--- config.mk ---
export PLATFORM = sky130hd
export DESIGN_NAME = bubsys_snd_mixer
export DESIGN_NICKNAME = d
export VERILOG_FILES = /design/src/rtl/bubsys_snd_pkg.sv /design/src/rtl/bubsys_snd_mixer_sat.sv /design/src/rtl/bubsys_snd_mixer.sv
export SDC_FILE = /design/constraint.sdc
export NUM_CORES = 1
export LEC_CHECK = 0
export ABC_CLOCK_PERIOD_IN_PS = 8300
export CAP_MARGIN = 20
export CORE_MARGIN = 10
export CORE_UTILIZATION = 58
export CTS_CLUSTER_DIAMETER = 80
export DETAILED_ROUTE_END_ITERATION = 6
export PLACE_DENSITY = 0.84
export SYNTH_ARGS = -nofsm -noshare
export SYNTH_HDL_FRONTEND = slang
export SYNTH_SLANG_ARGS = --single-unit
export TNS_END_PERCENT = 20
--- constraint.sdc ---
create_clock -name i_EMU_CLK72M -period 8.3 [get_ports i_EMU_CLK72M]
set_clock_uncertainty 0.05 [all_clocks]
set_input_delay 2.49 -clock i_EMU_CLK72M [delete_from_list [all_inputs] [get_ports i_EMU_CLK72M]]
set_output_delay 2.49 -clock i_EMU_CLK72M [all_outputs]
set_load 0.02 [all_outputs]
--- src/rtl/bubsys_snd_pkg.sv ---
// Shared types and helpers for the Bubble System stereo sound mixer.
package bubsys_snd_pkg;

    typedef enum logic [1:0] {
        ST_IDLE  = 2'd0,
        ST_ACCUM = 2'd1,
        ST_SAT   = 2'd2
    } mix_state_e;

    // 16 + 2*g == 2*(8 + g); 8 + g is the code with its sign bit inverted.
    function automatic logic [4:0] gain_mult(input logic [3:0] code);
        return {~code[3], code[2:0], 1'b0};
    endfunction

    function automatic int acc_width(input int iw, input int nch);
        return iw + 6 + $clog2(nch) + 1;
    endfunction

endpackage

--- src/rtl/bubsys_snd_mixer_sat.sv ---
// Signed saturator: clamps an IN_W-bit value to the OUT_W-bit signed range.
module bubsys_sat
    import bubsys_snd_pkg::*;
#(
    parameter int IN_W  = 24,
    parameter int OUT_W = 16
) (
    input  logic signed [IN_W-1:0]  in_value,
    output logic signed [OUT_W-1:0] sat_value,
    output logic                    clipped
);
    generate
        if (IN_W > OUT_W) begin : g_narrow
            logic in_range;
            // In range when every bit above the output sign bit matches it.
            assign in_range  = (&in_value[IN_W-1:OUT_W-1]) | ~(|in_value[IN_W-1:OUT_W-1]);
            assign clipped   = ~in_range;
            assign sat_value = in_range ? in_value[OUT_W-1:0]
                             : (in_value[IN_W-1] ? {1'b1, {(OUT_W-1){1'b0}}}
                                                 : {1'b0, {(OUT_W-1){1'b1}}});
        end else if (IN_W == OUT_W) begin : g_equal
            assign clipped   = 1'b0;
            assign sat_value = in_value;
        end else begin : g_wide
            assign clipped   = 1'b0;
            assign sat_value = {{(OUT_W-IN_W){in_value[IN_W-1]}}, in_value};
        end
    endgenerate
endmodule

--- src/rtl/bubsys_snd_mixer.sv ---
// N-channel stereo mixer: snapshot on strobe, one-channel-per-cycle MAC, then saturate.
module bubsys_snd_mixer
    import bubsys_snd_pkg::*;
#(
    parameter int NCH = 4,
    parameter int IW  = 16,
    parameter int OW  = 16,
    parameter int GW  = 4
) (
    input  logic                 i_EMU_CLK72M,
    input  logic                 i_EMU_SOFTRST,
    input  logic                 i_SAMPLE_STB,
    input  logic [NCH*IW-1:0]    i_CH_SAMPLE,
    input  logic [NCH*GW-1:0]    i_VOL,
    input  logic [NCH*2-1:0]     i_PAN,
    output logic signed [OW-1:0] o_SND_L,
    output logic signed [OW-1:0] o_SND_R,
    output logic                 o_SND_VALID,
    output logic                 o_BUSY,
    output logic                 o_CLIP_L,
    output logic                 o_CLIP_R,
    output logic                 o_OVERRUN
);
    localparam int ACCW = acc_width(IW, NCH);
    localparam int IDXW = (NCH > 1) ? $clog2(NCH) : 1;
    localparam logic [IDXW-1:0] LAST_IDX = IDXW'(NCH - 1);

    mix_state_e state_q, state_d;
    logic [IDXW-1:0]       idx_q, idx_d;
    logic [NCH*IW-1:0]     samp_q, samp_d;
    logic [NCH*GW-1:0]     vol_q, vol_d;
    logic [NCH*2-1:0]      pan_q, pan_d;
    logic signed [ACCW-1:0] acc_l_q, acc_l_d, acc_r_q, acc_r_d;
    logic signed [OW-1:0]  snd_l_q, snd_l_d, snd_r_q, snd_r_d;
    logic                  valid_q, valid_d;
    logic                  clip_l_q, clip_l_d, clip_r_q, clip_r_d;
    logic                  overrun_q, overrun_d;

    logic signed [IW-1:0]   cur_samp;
    logic [GW-1:0]          cur_vol;
    logic [1:0]             cur_pan;
    logic signed [IW+5:0]   prod;
    logic signed [ACCW-1:0] prod_ext;
    logic signed [ACCW-1:0] shf_l, shf_r;
    logic signed [OW-1:0]   sat_l, sat_r;
    logic                   sat_clip_l, sat_clip_r;

    assign cur_samp = samp_q[idx_q*IW +: IW];
    assign cur_vol  = vol_q[idx_q*GW +: GW];
    assign cur_pan  = pan_q[idx_q*2 +: 2];
    assign prod     = cur_samp * $signed({1'b0, gain_mult(cur_vol)});
    assign prod_ext = {{(ACCW-IW-6){prod[IW+5]}}, prod};

    // Floor division by 16 undoes the 1/16 gain scaling before saturation.
    assign shf_l = acc_l_q >>> 4;
    assign shf_r = acc_r_q >>> 4;

    bubsys_sat #(.IN_W(ACCW), .OUT_W(OW)) u_sat_l (
        .in_value  (shf_l),
        .sat_value (sat_l),
        .clipped   (sat_clip_l)
    );

    bubsys_sat #(.IN_W(ACCW), .OUT_W(OW)) u_sat_r (
        .in_value  (shf_r),
        .sat_value (sat_r),
        .clipped   (sat_clip_r)
    );

    always_comb begin
        state_d   = state_q;
        idx_d     = idx_q;
        samp_d    = samp_q;
        vol_d     = vol_q;
        pan_d     = pan_q;
        acc_l_d   = acc_l_q;
        acc_r_d   = acc_r_q;
        snd_l_d   = snd_l_q;
        snd_r_d   = snd_r_q;
        valid_d   = 1'b0;
        clip_l_d  = clip_l_q;
        clip_r_d  = clip_r_q;
        overrun_d = overrun_q;

        if (i_SAMPLE_STB && (state_q != ST_IDLE)) begin
            overrun_d = 1'b1;
        end

        unique case (state_q)
            ST_IDLE: begin
                if (i_SAMPLE_STB) begin
                    samp_d  = i_CH_SAMPLE;
                    vol_d   = i_VOL;
                    pan_d   = i_PAN;
                    acc_l_d = '0;
                    acc_r_d = '0;
                    idx_d   = '0;
                    state_d = ST_ACCUM;
                end
            end
            ST_ACCUM: begin
                if (cur_pan[0]) acc_l_d = acc_l_q + prod_ext;
                if (cur_pan[1]) acc_r_d = acc_r_q + prod_ext;
                idx_d = idx_q + 1'b1;
                if (idx_q == LAST_IDX) state_d = ST_SAT;
            end
            ST_SAT: begin
                snd_l_d  = sat_l;
                snd_r_d  = sat_r;
                valid_d  = 1'b1;
                clip_l_d = clip_l_q | sat_clip_l;
                clip_r_d = clip_r_q | sat_clip_r;
                state_d  = ST_IDLE;
            end
            default: state_d = ST_IDLE;
        endcase
    end

    always_ff @(posedge i_EMU_CLK72M) begin
        if (i_EMU_SOFTRST) begin
            state_q   <= ST_IDLE;
            idx_q     <= '0;
            samp_q    <= '0;
            vol_q     <= '0;
            pan_q     <= '0;
            acc_l_q   <= '0;
            acc_r_q   <= '0;
            snd_l_q   <= '0;
            snd_r_q   <= '0;
            valid_q   <= 1'b0;
            clip_l_q  <= 1'b0;
            clip_r_q  <= 1'b0;
            overrun_q <= 1'b0;
        end else begin
            state_q   <= state_d;
            idx_q     <= idx_d;
            samp_q    <= samp_d;
            vol_q     <= vol_d;
            pan_q     <= pan_d;
            acc_l_q   <= acc_l_d;
            acc_r_q   <= acc_r_d;
            snd_l_q   <= snd_l_d;
            snd_r_q   <= snd_r_d;
            valid_q   <= valid_d;
            clip_l_q  <= clip_l_d;
            clip_r_q  <= clip_r_d;
            overrun_q <= overrun_d;
        end
    end

    assign o_SND_L     = snd_l_q;
    assign o_SND_R     = snd_r_q;
    assign o_SND_VALID = valid_q;
    assign o_BUSY      = (state_q != ST_IDLE);
    assign o_CLIP_L    = clip_l_q;
    assign o_CLIP_R    = clip_r_q;
    assign o_OVERRUN   = overrun_q;
endmodule

==> summary.txt, run 1 <==
Status = complete, no violations
Period utilisation layout = 86.5%
Yosys top cell by area = dfxtp_1
CTS Hold Bufs = 0
Synth area leaders = dfxtp_1 31%, ha_1 9.8%, a21oi_1 8.3%
Root buf cell = clkbuf_16
Maxcap violations = 0
Pre-antenna DRT Iters = 5
Seq cells post-synth = 176
Top Ports = 128
Syn avg cell area = 8.13 um^2
Post CTS Setup Buffer Count = 0
Area share of and/or/nand/nor cells after synthesis = 21.9%
GRT Residual Overflow = 0
DRC = 0
Initial core utilization = 58.7%
Hpwl dp = 21.2 mm
Final setup viols = 0
R2r setup slk = 1.12 ns
Sequential area share after synthesis = 31.1%
Critical Path End Type = register
CTS tree = built
Worst Hold Class = reg -> reg
XOR/XNOR Fraction of Synth Area = 3.94%
Antenna violations before repair = 0
Post-synth top area share = 31.1%
Kind of critical path = reg -> reg
Die area = 25600 um^2
Filler cell count = 1514
Setup TNS = 0 ns
Maximum root-to-sink buffer count = 2
Core Rows = 51
Top-count cell post-synth = nand2_1
Global-route wire length before repair = 48.7 mm
Fin nets = 1702
Startpoint Class = register
Via count = 10000
Post-CTS Resized = 0
Drt initial violations = 634
Number of global-route vias before repair = 10000
Source of the critical timing path = idx_q[0]
WL/cell = 16.4 um
Largest fanout on the critical path = 17
Top_reg_cell synth = dfxtp_1
Total GRT Usage = 22.4%
GPL Wtd Cong = 0.999
Largest net degree at the start of global routing = 101
Mapped Cells = 1396
Vias/cell = 5.69
Post-synthesis cell type count = 72
Async SR Flop Fraction = 0%
Final WL = 29.0 mm
Crit path to = acc_l_q[24]
Final hold violations = 0
Most common library cells after synthesis = 242 x nand2_1, 189 x a21oi_1, 176 x dfxtp_1, 107 x nor2_1, 90 x inv_1
Core area = 19300 um^2
Post-synthesis compound-gate area fraction = 17.4%
RSZ-0062 raised after global routing = false
Die span in y = 160 um
Sink Count = 176
Reg2reg start = idx_q[0]
Total of warnings raised by yosys = 0
Final count of pins violating max slew = 0
Power per Cell Area = 161 nW/um^2
Main combinational cell family by area after synthesis = simple AND/OR/NAND/NOR gates
Slew HR = 26.4%
# port buffers = 127
Share of cells above drive strength 1 = 6.07%
Post-Synth Adder-Cell Area = 16.0%
Worst slack at placement = 1.23 ns
Number of synthesized flops with an enable pin = 0
Synth-to-Final Area Change = 18.1%
Post-synth design cell area = 11300 um^2
Clock Latency Late Sink = 0.44 ns
Mux contribution to synthesized area = 4.36%
VDD IR max = 0.176 mV
H-tree levels = 4
Worst slew pin tran = 1.10 ns
Leakage Power = 5.82 nW
Worst Path Arrival = 7.50 ns
Worst EP required = 8.62 ns
Worst R2R Path Depth = 26
Die width = 160 um
FF-to-FF End = acc_l_q[24]
# diodes = 0
Syn Nets = 1611
Antenna Nets Post-Route = 0
Clock buffer count from CTS = 17
Fin crit period = 7.18 ns
Fmax = 0.139 GHz
Worst setup margin = 1.12 ns
Reg clk slew, reported paths = 0.07 ns
[where the power goes]
part / internal [mW] / switching (mW) / leakage [nW]
Clock: 0.460 / 0.391 / 0.296
Combinational: 0.171 / 0.245 / 4.09
Sequential: 0.874 / 0.0181 / 1.43
[flip-flops by register name (all words and copies together) (netlist names), 2 cells and up]
register / cells
pan_q: 8
o_SND_R: 16
acc_l_q: 24
idx_q: 2
acc_r_q: 24
state_q: 2
vol_q: 16
samp_q: 64
o_SND_L: 16
[metrics by stage]
stage	power, mW	std cells	instance area (um^2)	hold slack, ns	utilization, %
after floorplan	1.19	1396	11300	0.383	-
final	2.16	1765	13400	0.405	69.3
after detailed placement	1.32	1731	12800	0.397	66.0
after global routing	2.24	1765	13400	0.424	69.3
after global placement	1.31	1731	12800	0.389	66.0
after CTS	2.16	1763	13400	0.407	69.2
[layout make-up]
cell class | instances | area, um^2 | area share, %
multi-input combinational | 1061 | 7220 | 53.9
sequential | 176 | 3520 | 26.3
timing repair buffer | 140 | 1370 | 10.2
clock buffer | 17 | 425 | 3.17
inverter | 91 | 342 | 2.55
tap | 265 | 332 | 2.47
clock inverter | 15 | 189 | 1.41
[routing by layer]
layer	up-vias	GRT usage, %	wire [um]
li1	4955	-	-
met1	4696	27.1	12600
met2	331	37.7	13800
met3	60	5.45	1840
met4	0	8.47	759
met5	-	0	0
[how the worst min path moves through the flow]
stage | cells after the start | endpoint | startpoint
5_1_grt | 2 | vol_q[9] | vol_q[9]
2_1_floorplan | 2 | pan_q[3] | pan_q[3]
3_3_place_gp | 2 | samp_q[19] | samp_q[19]
3_5_place_dp | 2 | samp_q[7] | samp_q[7]
6_report | 2 | samp_q[13] | samp_q[13]
4_1_cts | 2 | samp_q[63] | samp_q[63]
[layout by cell type (no fill, tap or decap), drive strengths merged, types with 6 or more instances in the layout]
| cell | instances |
|---|---|
| clkbuf | 17 |
| o21ai | 28 |
| nand2b | 15 |
| dfxtp | 176 |
| nor3b | 6 |
| fa | 35 |
| nor3 | 43 |
| nor2 | 107 |
| and2 | 35 |
| buf | 14 |
| a211oi | 8 |
| inv | 100 |
| nand2 | 243 |
| clkdlybuf4s50 | 126 |
| a21o | 24 |
| nor2b | 26 |
| o21bai | 7 |
| xnor2 | 34 |
| nand4 | 8 |
| a31oi | 14 |
| o21a | 9 |
| xor2 | 17 |
| mux4 | 21 |
| ha | 89 |
| a21oi | 190 |
| nor4 | 6 |
| nand3 | 32 |
[worst max-delay path: stages (launching register included)]
cell       delay [ns]
dfxtp_1          0.33
buf_4            0.32
mux4_2           0.71
and2_1           0.20
ha_1             0.28
inv_1            0.06
fa_1             0.51
fa_1             0.55
inv_1            0.04
ha_1             0.34
a21oi_2          0.22
o21ai_2          0.10
a31oi_2          0.23
o21ai_1          0.14
or4_4            0.45
a31oi_4          0.21
nor4b_1          0.07
a211o_1          0.34
ha_1             0.34
or3_1            0.37
o21ai_0          0.08
a21oi_1          0.08
or3_1            0.34
o2111ai_1        0.26
nand3_1          0.14
nor2b_1          0.20
o211ai_2         0.15
[kinds of logic (layout without fill, tap and decap cells)]
kind of cell / count (synthesis) / count (layout)
buffers and inverters: 159 / 263
adders and majority gates: 124 / 124
muxes: 23 / 23
DFF: 176 / 176
and+or+nand+nor: 542 / 542
AOI/OAI and AO/OA: 321 / 321
xor gates and xnor gates: 51 / 51
(Power assumes the default switching activity.)
==> run 2: changes to the inputs <==
--- a/config.mk
+++ b/config.mk
@@ -10,6 +10,7 @@
 export CORE_MARGIN = 10
 export CORE_UTILIZATION = 58
 export CTS_CLUSTER_DIAMETER = 80
+export CTS_CLUSTER_SIZE = 20
 export DETAILED_ROUTE_END_ITERATION = 6
 export PLACE_DENSITY = 0.84
 export SYNTH_ARGS = -nofsm -noshare
==> results of run 2 <==
Same layout as run 1: the final DEF is identical, and so are final timing and power.
==> run 3: changes to the inputs <==
--- a/config.mk
+++ b/config.mk
@@ -12,6 +12,7 @@
 export CTS_CLUSTER_DIAMETER = 80
 export CTS_CLUSTER_SIZE = 20
 export DETAILED_ROUTE_END_ITERATION = 6
+export MAX_ROUTING_LAYER = met4
 export PLACE_DENSITY = 0.84
 export SYNTH_ARGS = -nofsm -noshare
 export SYNTH_HDL_FRONTEND = slang
==> run 3 against run 2 <==
  * Core utilization about the same
  * Clock-buffer cell count unchanged
  * Critical path type unchanged
  * First-iteration DRC count increased by 21%
  * Clock power decreased by 4.2%
  * Sequential power about the same
==> summary.txt, run 3 (synthesized netlist as in run 1, its figures left out) <==
Cell mode on critical path = ha_1
R2r setup slk = 1.12 ns (about the same)
VDD IR max = 0.132 mV (-25%)
Worst setup margin = 1.12 ns (+0.00173 ns)
Area occupied by multi-input gates = 7220 um^2 (unchanged)
Reg clk slew, reported paths = 0.07 ns (about the same)
Largest register FFs = 64 (unchanged)
FF-to-FF End = acc_l_q[24]
Core Rows = 51 (unchanged)
Worst slack at placement = 1.15 ns (-0.0814 ns)
Vias/cell = 5.71 (+0.35%)
Storage cell area = 3520 um^2 (unchanged)
Synth-to-Final Area Change = 18.2% (about the same)
Share of cells above drive strength 1 = 6.13% (+0.063 points)
Pre-antenna DRT Iters = 5 (unchanged)
Critical Path End Type = register
Maxcap violations = 0 (unchanged)
Final WL = 28.5 mm (-1.7%)
Most frequent cells in the layout = 241 x nand2_1, 189 x a21oi_1, 176 x dfxtp_1, 126 x clkdlybuf4s50_1, 107 x nor2_1
WHS Endpoint = pan_q[7]
Worst slew pin tran = 0.966 ns (-0.133 ns)
Kind of critical path = reg -> reg
Largest fanout on the critical path = 16 (-1)
Fin crit period = 7.18 ns (-0.00173 ns)
Top sig layer = met4
Sink Count = 176 (unchanged)
Slew HR = 35.6% (+9.2 points)
GPL Wtd Cong = 0.942 (-5.8%)
Reg2reg start = idx_q[0]
Slowest stage cell, crit path = dfxtp_1
Setup TNS = 0 ns (unchanged)
Final hold violations = 0 (unchanged)
Hpwl dp = 21.2 mm (-0.21%)
WHS Path Cells = 2 (unchanged)
Top flop regs = samp_q x64, acc_l_q x24, acc_r_q x24
Number of global-route vias before repair = 9667 (-3.8%)
Filler cell count = 1493 (-1.4%)
Largest net degree at the start of global routing = 98 (-3.0%)
Antenna violations before repair = 0 (unchanged)
Worst Hold Class = reg -> reg
RSZ-0062 raised after global routing = false
Leakage Power = 5.82 nW (about the same)
Period utilisation layout = 86.5% (about the same)
Worst Path Arrival = 7.50 ns (about the same)
WL/cell = 16.2 um (-1.8%)
DRC = 0 (unchanged)
Global-route wire length before repair = 46.8 mm (-3.8%)
Worst R2R Path Depth = 26 (unchanged)
Drt initial violations = 764 (+21%)
Commonest non-fill, non-tap cell in the layout = nand2_1
Met2 wire length = 13.7 mm (-0.76%)
Power per Cell Area = 158 nW/um^2 (-1.8%)
Fin nets = 1703 (+0.059%)
Metal3 WL = 1.70 mm (-7.7%)
Via count = 10100 (+0.41%)
Root buf cell = clkbuf_16
CP top delay family = adder cells
Post CTS Setup Buffer Count = 0 (unchanged)
GRT Residual Overflow = 0 (unchanged)
Clock Latency Late Sink = 0.44 ns (about the same)
CTS Hold Bufs = 0 (unchanged)
Hold Crit Start = pan_q[7]
Initial core utilization = 58.7% (unchanged)
Die area = 25600 um^2 (unchanged)
Startpoint Class = register
Slowest stage delay, CP = 0.70 ns (about the same)
Final count of pins violating max slew = 0 (unchanged)
Final setup viols = 0 (unchanged)
Source of the critical timing path = idx_q[0]
Core area = 19300 um^2 (unchanged)
Top Ports = 128 (unchanged)
Worst EP required = 8.62 ns (about the same)
Fmax = 0.139 GHz (about the same)
Status = complete, no violations
Largest Register = samp_q
Antenna Nets Post-Route = 0 (unchanged)
Clock buffer count from CTS = 17 (unchanged)
Met1 WL = 12.6 mm (-0.44%)
Maximum root-to-sink buffer count = 2 (unchanged)
H-tree levels = 4 (unchanged)
Die width = 160 um (unchanged)
# diodes = 0 (unchanged)
CTS tree = built
Post-CTS Resized = 0 (unchanged)
Total GRT Usage = 22.2% (-0.16 points)
Worst path bufs/invs = 3 (unchanged)
Die span in y = 160 um (unchanged)
# port buffers = 127 (unchanged)
==> run 3: cell count changes in the layout (fill, tap and decap cells not counted), sizes merged <==
cell,previous run,this run
buf,14,15
bufinv,2,1
clkinv,2,6
clkinvlp,2,1
inv,100,98
==> run 3: how the worst max path moves through the flow <==
stage,endpoint,slack (ns),depth (start not counted)
after floorplan,acc_l_q[24],1.42,28
after global placement,acc_l_q[22],1.31,26
after detailed placement,acc_l_q[22],1.15,26
after CTS,acc_l_q[22],1.06,26
after global routing,acc_l_q[22],0.73,26
final,acc_l_q[24],1.12,26
==> run 3: worst register-to-register path: stages, from the launching register on <==
cell and delay [ns]:
dfxtp_1 0.70, buf_12 0.26, mux4_2 0.57, and2_1 0.18
ha_1 0.31, fa_1 0.55, inv_1 0.06, fa_1 0.54
inv_1 0.05, ha_1 0.36, nand2_1 0.13, nand2_1 0.08
a31oi_2 0.19, o21ai_1 0.15, or4_4 0.45, a31oi_4 0.22
nor4b_1 0.08, a211o_1 0.33, ha_1 0.34, or3_1 0.37
o21ai_0 0.07, a21oi_1 0.07, or3_1 0.33, o2111ai_1 0.24
nand3_1 0.13, nor2b_1 0.16, o211ai_2 0.14
==> run 3: layer usage <==
metal	up-vias	global-route usage (%)
li1	4970	-
met1	4750	28.3
met2	327	35.5
met3	36	3.60
met4	0	7.22
met5	-	-
==> run 3: per-stage QoR <==
| step | instances | instance area (um^2) | total power, mW | utilization, % | hold WS (ns) |
|---|---|---|---|---|---|
| 3_3_place_gp | 1730 | 12800 | 1.30 | 66.1 | 0.389 |
| 3_5_place_dp | 1730 | 12800 | 1.32 | 66.1 | 0.396 |
| 4_1_cts | 1762 | 13400 | 2.12 | 69.2 | 0.406 |
| 2_1_floorplan | 1396 | 11300 | 1.19 | - | 0.383 |
| 6_report | 1766 | 13400 | 2.12 | 69.3 | 0.406 |
| 5_1_grt | 1766 | 13400 | 2.21 | 69.3 | 0.422 |
==> run 3: area by class of cell <==
cell class	count	share of cell area [%]
tap	265	2.47
inverter	91	2.55
timing repair buffer	141	10.4
multi-input combinational	1061	53.9
sequential	176	26.3
clock inverter	15	1.27
clock buffer	17	3.17
==> run 3: report_power, final <==
part           total [mW]  internal (mW)  switching (mW)
Clock               0.815          0.429           0.386
Sequential          0.894          0.874          0.0200
Combinational       0.411          0.173           0.238
